`config.mk`:
```
export PLATFORM = sky130hd
export DESIGN_NAME = dsp_post_adder_acc
export DESIGN_NICKNAME = d
export VERILOG_FILES = /design/src/rtl/dsp_post_adder_acc.sv
export SDC_FILE = /design/constraint.sdc
export NUM_CORES = 1
export LEC_CHECK = 0
export ABC_AREA = 1
export CAP_MARGIN = 30
export CORE_ASPECT_RATIO = 0.9
export CORE_MARGIN = 10
export CORE_UTILIZATION = 50
export CTS_CLUSTER_SIZE = 14
export DETAILED_ROUTE_END_ITERATION = 12
export PLACE_DENSITY = 0.77
export SLEW_MARGIN = 20
export SYNTH_ARGS = -nofsm -noshare
export SYNTH_HDL_FRONTEND = slang
export SYNTH_SLANG_ARGS = --single-unit
```
`constraint.sdc`:
```
create_clock -name CLK -period 7.8 [get_ports CLK]
set_input_delay 1.95 -clock CLK [delete_from_list [all_inputs] [get_ports CLK]]
set_output_delay 1.95 -clock CLK [all_outputs]
set_load 0.02 [all_outputs]
```
`src/rtl/dsp_post_adder_acc.sv`:
```
// dsp_post_adder_acc: DSP slice P stage, X/Z operand select, add/subtract with carry, P register and cascade
module dsp_post_adder_acc #(
    parameter int WIDTH      = 48,
    parameter int M_WIDTH    = 36,
    parameter bit OPMODEREG  = 1,
    parameter bit CREG       = 1,
    parameter bit CARRYINREG = 1,
    parameter bit PREG       = 1
) (
    input  logic               CLK,
    input  logic               RST,
    input  logic [M_WIDTH-1:0] M,
    input  logic [WIDTH-1:0]   C,
    input  logic [WIDTH-1:0]   PCIN,
    input  logic [WIDTH-1:0]   DAB,
    input  logic               CARRYIN,
    input  logic [7:0]         OPMODE,
    input  logic               CEOPMODE,
    input  logic               CEC,
    input  logic               CECARRYIN,
    input  logic               CEP,
    output logic [WIDTH-1:0]   P,
    output logic [WIDTH-1:0]   PCOUT,
    output logic               CARRYOUT,
    output logic               CARRYOUTF
);
    logic [7:0]       opmode_eff;
    logic [WIDTH-1:0] c_eff;
    logic             cin_eff;
    logic [WIDTH-1:0] x;
    logic [WIDTH-1:0] z;
    logic [WIDTH:0]   s;
    logic             unused_opmode;

    assign unused_opmode = ^opmode_eff[6:4];

    generate
        if (OPMODEREG) begin : g_opmode_reg
            logic [7:0] opmode_q;
            logic [7:0] opmode_d;
            assign opmode_d   = CEOPMODE ? OPMODE : opmode_q;
            assign opmode_eff = opmode_q;
            // OPMODE pipeline register, held while its enable is low
            always_ff @(posedge CLK or negedge RST)
                if (!RST) opmode_q <= '0;
                else      opmode_q <= opmode_d;
        end else begin : g_opmode_byp
            assign opmode_eff = OPMODE;
        end

        if (CREG) begin : g_c_reg
            logic [WIDTH-1:0] c_q;
            logic [WIDTH-1:0] c_d;
            assign c_d   = CEC ? C : c_q;
            assign c_eff = c_q;
            // C operand register
            always_ff @(posedge CLK or negedge RST)
                if (!RST) c_q <= '0;
                else      c_q <= c_d;
        end else begin : g_c_byp
            assign c_eff = C;
        end

        if (CARRYINREG) begin : g_cin_reg
            logic cin_q;
            logic cin_d;
            assign cin_d   = CECARRYIN ? CARRYIN : cin_q;
            assign cin_eff = cin_q;
            // carry-in register
            always_ff @(posedge CLK or negedge RST)
                if (!RST) cin_q <= 1'b0;
                else      cin_q <= cin_d;
        end else begin : g_cin_byp
            assign cin_eff = CARRYIN;
        end
    endgenerate

    // operand muxes; feedback always reads the visible P
    always_comb begin
        x = opmode_eff[1:0] == 2'd0 ? '0 :
            opmode_eff[1:0] == 2'd1 ? {{(WIDTH-M_WIDTH){1'b0}}, M} :
            opmode_eff[1:0] == 2'd2 ? P : DAB;
        z = opmode_eff[3:2] == 2'd0 ? '0 :
            opmode_eff[3:2] == 2'd1 ? PCIN :
            opmode_eff[3:2] == 2'd2 ? P : c_eff;
    end

    // WIDTH+1 bit add/subtract; the top bit is carry-out or borrow-out
    always_comb begin
        s = opmode_eff[7] ? {1'b0, z} - ({1'b0, x} + {{WIDTH{1'b0}}, cin_eff})
                          : {1'b0, z} + {1'b0, x} + {{WIDTH{1'b0}}, cin_eff};
    end

    generate
        if (PREG) begin : g_p_reg
            logic [WIDTH-1:0] p_q;
            logic [WIDTH-1:0] p_d;
            logic             co_q;
            logic             co_d;
            assign p_d = CEP ? s[WIDTH-1:0] : p_q;
            assign co_d = CEP ? s[WIDTH] : co_q;
            assign P = p_q;
            assign CARRYOUT = co_q;
            // result register; holding it freezes the accumulator
            always_ff @(posedge CLK or negedge RST)
                if (!RST) begin
                    p_q  <= '0;
                    co_q <= 1'b0;
                end else begin
                    p_q  <= p_d;
                    co_q <= co_d;
                end
        end else begin : g_p_byp
            assign P = s[WIDTH-1:0];
            assign CARRYOUT = s[WIDTH];
            // without the P register, selecting feedback closes a combinational loop
            always_comb
                assert (opmode_eff[1:0] != 2'd2 && opmode_eff[3:2] != 2'd2)
                    else $error("P feedback selected with PREG=0");
        end
    endgenerate

    assign PCOUT     = P;
    assign CARRYOUTF = CARRYOUT;
endmodule

```
==> flow_metrics.tcl <==
set metrics [dict create \
    hold_violations 0 \
    r2r-start "g_opmode_reg.opmode_q[1]" \
    root_buffer "clkbuf_16" \
    postPlaceCellArea_um2 18200 \
    grt_overflow 0 \
    critPathArrivalTime_ns 6.36 \
    stdcell_area_um2 18600 \
    endpoint_kind "register" \
    nets 3169 \
    synth_compound_area_frac 0.194 \
    cpMostUsedCell "nand2_1" \
    antenna_found_initial 1 \
    synth_top_family_by_area "simple AND/OR/NAND/NOR gates" \
    first_iter_violations 1939 \
    rsz0062_at_grt "false" \
    fp-row-count 61 \
    rrSetupSlack_ns 1.67 \
    die_h_um 187 \
    ys_warn_count 0 \
    drv_cap 0 \
    final_antenna_net_count 0 \
    finalSetupViolations 0 \
    cts_tree "built" \
    powerDensity_nw_per_um2 289 \
    numPortBuffers 289 \
    synthDistinctLibCells 50 \
    synth_edf_count 0 \
    grt_pass1_vias 17800 \
    power_frac_comb 0.754 \
    diodes 0 \
    synthCells 2638 \
    sw_frac_of_total 0.577 \
    synth_fp_nets 2976 \
    cts_resized 0 \
    gp_congestion 1.04 \
    drive_gt1_frac 0.0539 \
    syn_area_per_cell_um2 5.86 \
    status "complete, no violations" \
    drc 0 \
    drt_first_pass_iters 6 \
    async_flop_share 1.00 \
    start_kind "register" \
    clock_latency_ns 0.40 \
    cp_slowest_cell "dfrtp_1" \
    fin_crit_ns 6.13 \
    path_cells "buf_4, inv_1, nor2_2, nor2_1, inv_2, nor2_1, a211oi_1, ha_1, ha_1, nand2_1, nor2_1, nand3_1, nand2_1, nand2_1, nand2_1, nand2_1, nand3_1, nand3_1, nand3_1, o21ai_0" \
    fp.dieW_um 205 \
    muxShareOfSynthArea 0.0306 \
    area_growth_pct 20.2 \
    coreArea_um2 30700 \
    grt_max_degree 73 \
    fmax_mhz 163 \
    crit_path_start "g_opmode_reg.opmode_q[1]" \
    tns_ns 0 \
    worstPathMaxFanout 36 \
    drv_slew 0 \
    critical_path_class "reg2reg" \
    p_leak_nw 9.76 \
    slowest_delay_ns 0.92 \
    vias 18800 \
    ctsHoldBuffers 0 \
    rr_worst_depth 20 \
    synth_xor_area_frac 0.00170 \
    p_clk_frac 0.093 \
    postLayoutCoreUtil 0.605 \
    crit_required_ns 8.04 \
    grt_pass1_wl_mm 102 \
    seqPwrFrac 0.153 \
    whs_ns 0.512 \
    clk_pin_slew_ns 0.09 \
    viasPerCell 5.78 \
    synthAdderAreaFrac 0.118 \
    numClockSinks 103 \
    max_slew_margin 0.365 \
    synthFlopType "dfrtp_1" \
    period_share 0.786 \
    design.die.area_um2 38400 \
    start_util 0.504 \
    worstMarginPinSlew_ns 0.953 \
    switching_power_mw 3.10 \
    cts_buffers 9 \
    p_int_mw 2.27 \
    r2r-end "P[21]" \
    skew_ns 0.0182 \
    syn_area_um2 15500 \
    wl_mm 68.0 \
    min_path_type "reg2reg" \
    ios 293 \
    avgRoutedWirePerCell_um 21.0 \
    clk_path_buf_depth 2 \
    dpl.hpwl_mm 56.1 \
    crit_end "P[21]" \
    grt_usage 0.344 \
    seq_area_frac_synth 0.167 \
    synth-simple-area-share 0.321 \
    ir_worst_vdd_mv 0.223 \
    h-tree-depth 3 \
    post_cts_buffers 0 \
    yosys_register_bits 103 \
]
## critical path, delay by kind of cell, from the launching register on
kind | cells | cell delay (ns)
simple gates | 13 | 2.52
fa+ha+maj | 2 | 0.81
flops | 1 | 0.92
buf+inv | 3 | 1.21
compound gates | 2 | 0.48
## power by group through the flow
stage | registers, mW | logic [mW] | clock network (mW)
final | 0.822 | 4.05 | 0.497
after floorplan | 0.894 | 2.47 | 0
after detailed placement | 0.821 | 3.92 | 0
after global placement | 0.816 | 3.86 | 0
after CTS | 0.816 | 3.94 | 0.497
after global routing | 0.837 | 4.39 | 0.513
## Yosys cell counts, types with 10 or more instances
cell	count	area (um2)
inv_2	13	48.8
mux2_2	42	473
nor2_1	198	743
buf_2	18	90.1
buf_4	50	375
inv_1	488	1830
o21a_1	10	75.1
o21bai_1	13	97.6
o21ai_0	252	1260
nand2_2	30	188
nand3_1	167	836
o21ai_1	15	75.1
dfrtp_1	103	2580
clkbuf_1	45	169
nand4_1	43	269
nor3_1	19	95.1
a211oi_1	34	255
ha_1	139	1740
a21oi_1	202	1010
nor2_2	11	68.8
nand2_1	678	2540
## per-stage QoR
stage | worst slack, ns | instances | power, mW
finish | 1.67 | 3245 | 5.37
global route | 1.57 | 3245 | 5.74
CTS | 2.05 | 3243 | 5.25
detailed placement | 1.81 | 3227 | 4.74
global placement | 1.94 | 3227 | 4.67
floorplan | 3.53 | 2638 | 3.36
## how the worst min path moves through the flow
stage	start	end	slack [ns]	cells after the start
after detailed placement	c_eff[13]	c_eff[13]	0.50	1
after floorplan	c_eff[10]	c_eff[10]	0.48	1
after global routing	c_eff[14]	c_eff[14]	0.52	1
after CTS	c_eff[13]	c_eff[13]	0.51	1
final	c_eff[13]	c_eff[13]	0.51	1
after global placement	c_eff[19]	c_eff[19]	0.49	1
## area by class of cell
type	count	area (um2)
fill	2950	12100
clock inverter	6	51.3
clock buffer	10	239
multi-input combinational	1911	10300
timing repair buffer	301	3000
tap	409	512
sequential	103	2580
inverter	505	1900
## registers in the layout (all words and copies together), names as in the netlist
signal,cells
CARRYOUT,1
P,48
c_eff,48
cin_eff,1
g_opmode_reg.opmode_q,5
## routing by layer
layer | vias up | GRT usage | part of all wire
li1 | 8766 | - | -
met1 | 8841 | 0.473 | 0.42
met2 | 1044 | 0.526 | 0.44
met3 | 97 | 0.0817 | 0.12
met4 | 4 | 0.0907 | 0.023
met5 | - | 0 | 0.00031
## kinds of logic (layout without fill, tap and decap cells)
| kind of cell | count (synthesis) | count (layout) |
|---|---|---|
| AO/OA/AOI/OAI | 553 | 553 |
| XOR/XNOR | 3 | 3 |
| adder cells (fa/ha/maj) | 143 | 143 |
| buffers and inverters | 624 | 822 |
| flip-flops | 103 | 103 |
| multiplexers | 42 | 42 |
| AND/OR/NAND/NOR | 1170 | 1170 |
## placed cells by master, fill, tap and decap left out, types with 43 or more instances in the layout
cell / instances
nand2_1: 678
nor2_1: 198
nand3_1: 167
dfrtp_1: 103
o21ai_0: 252
clkdlybuf4s50_1: 286
ha_1: 139
nand4_1: 43
a21oi_1: 202
inv_1: 488
No activity file was read; power rests on OpenSTA's default activity.
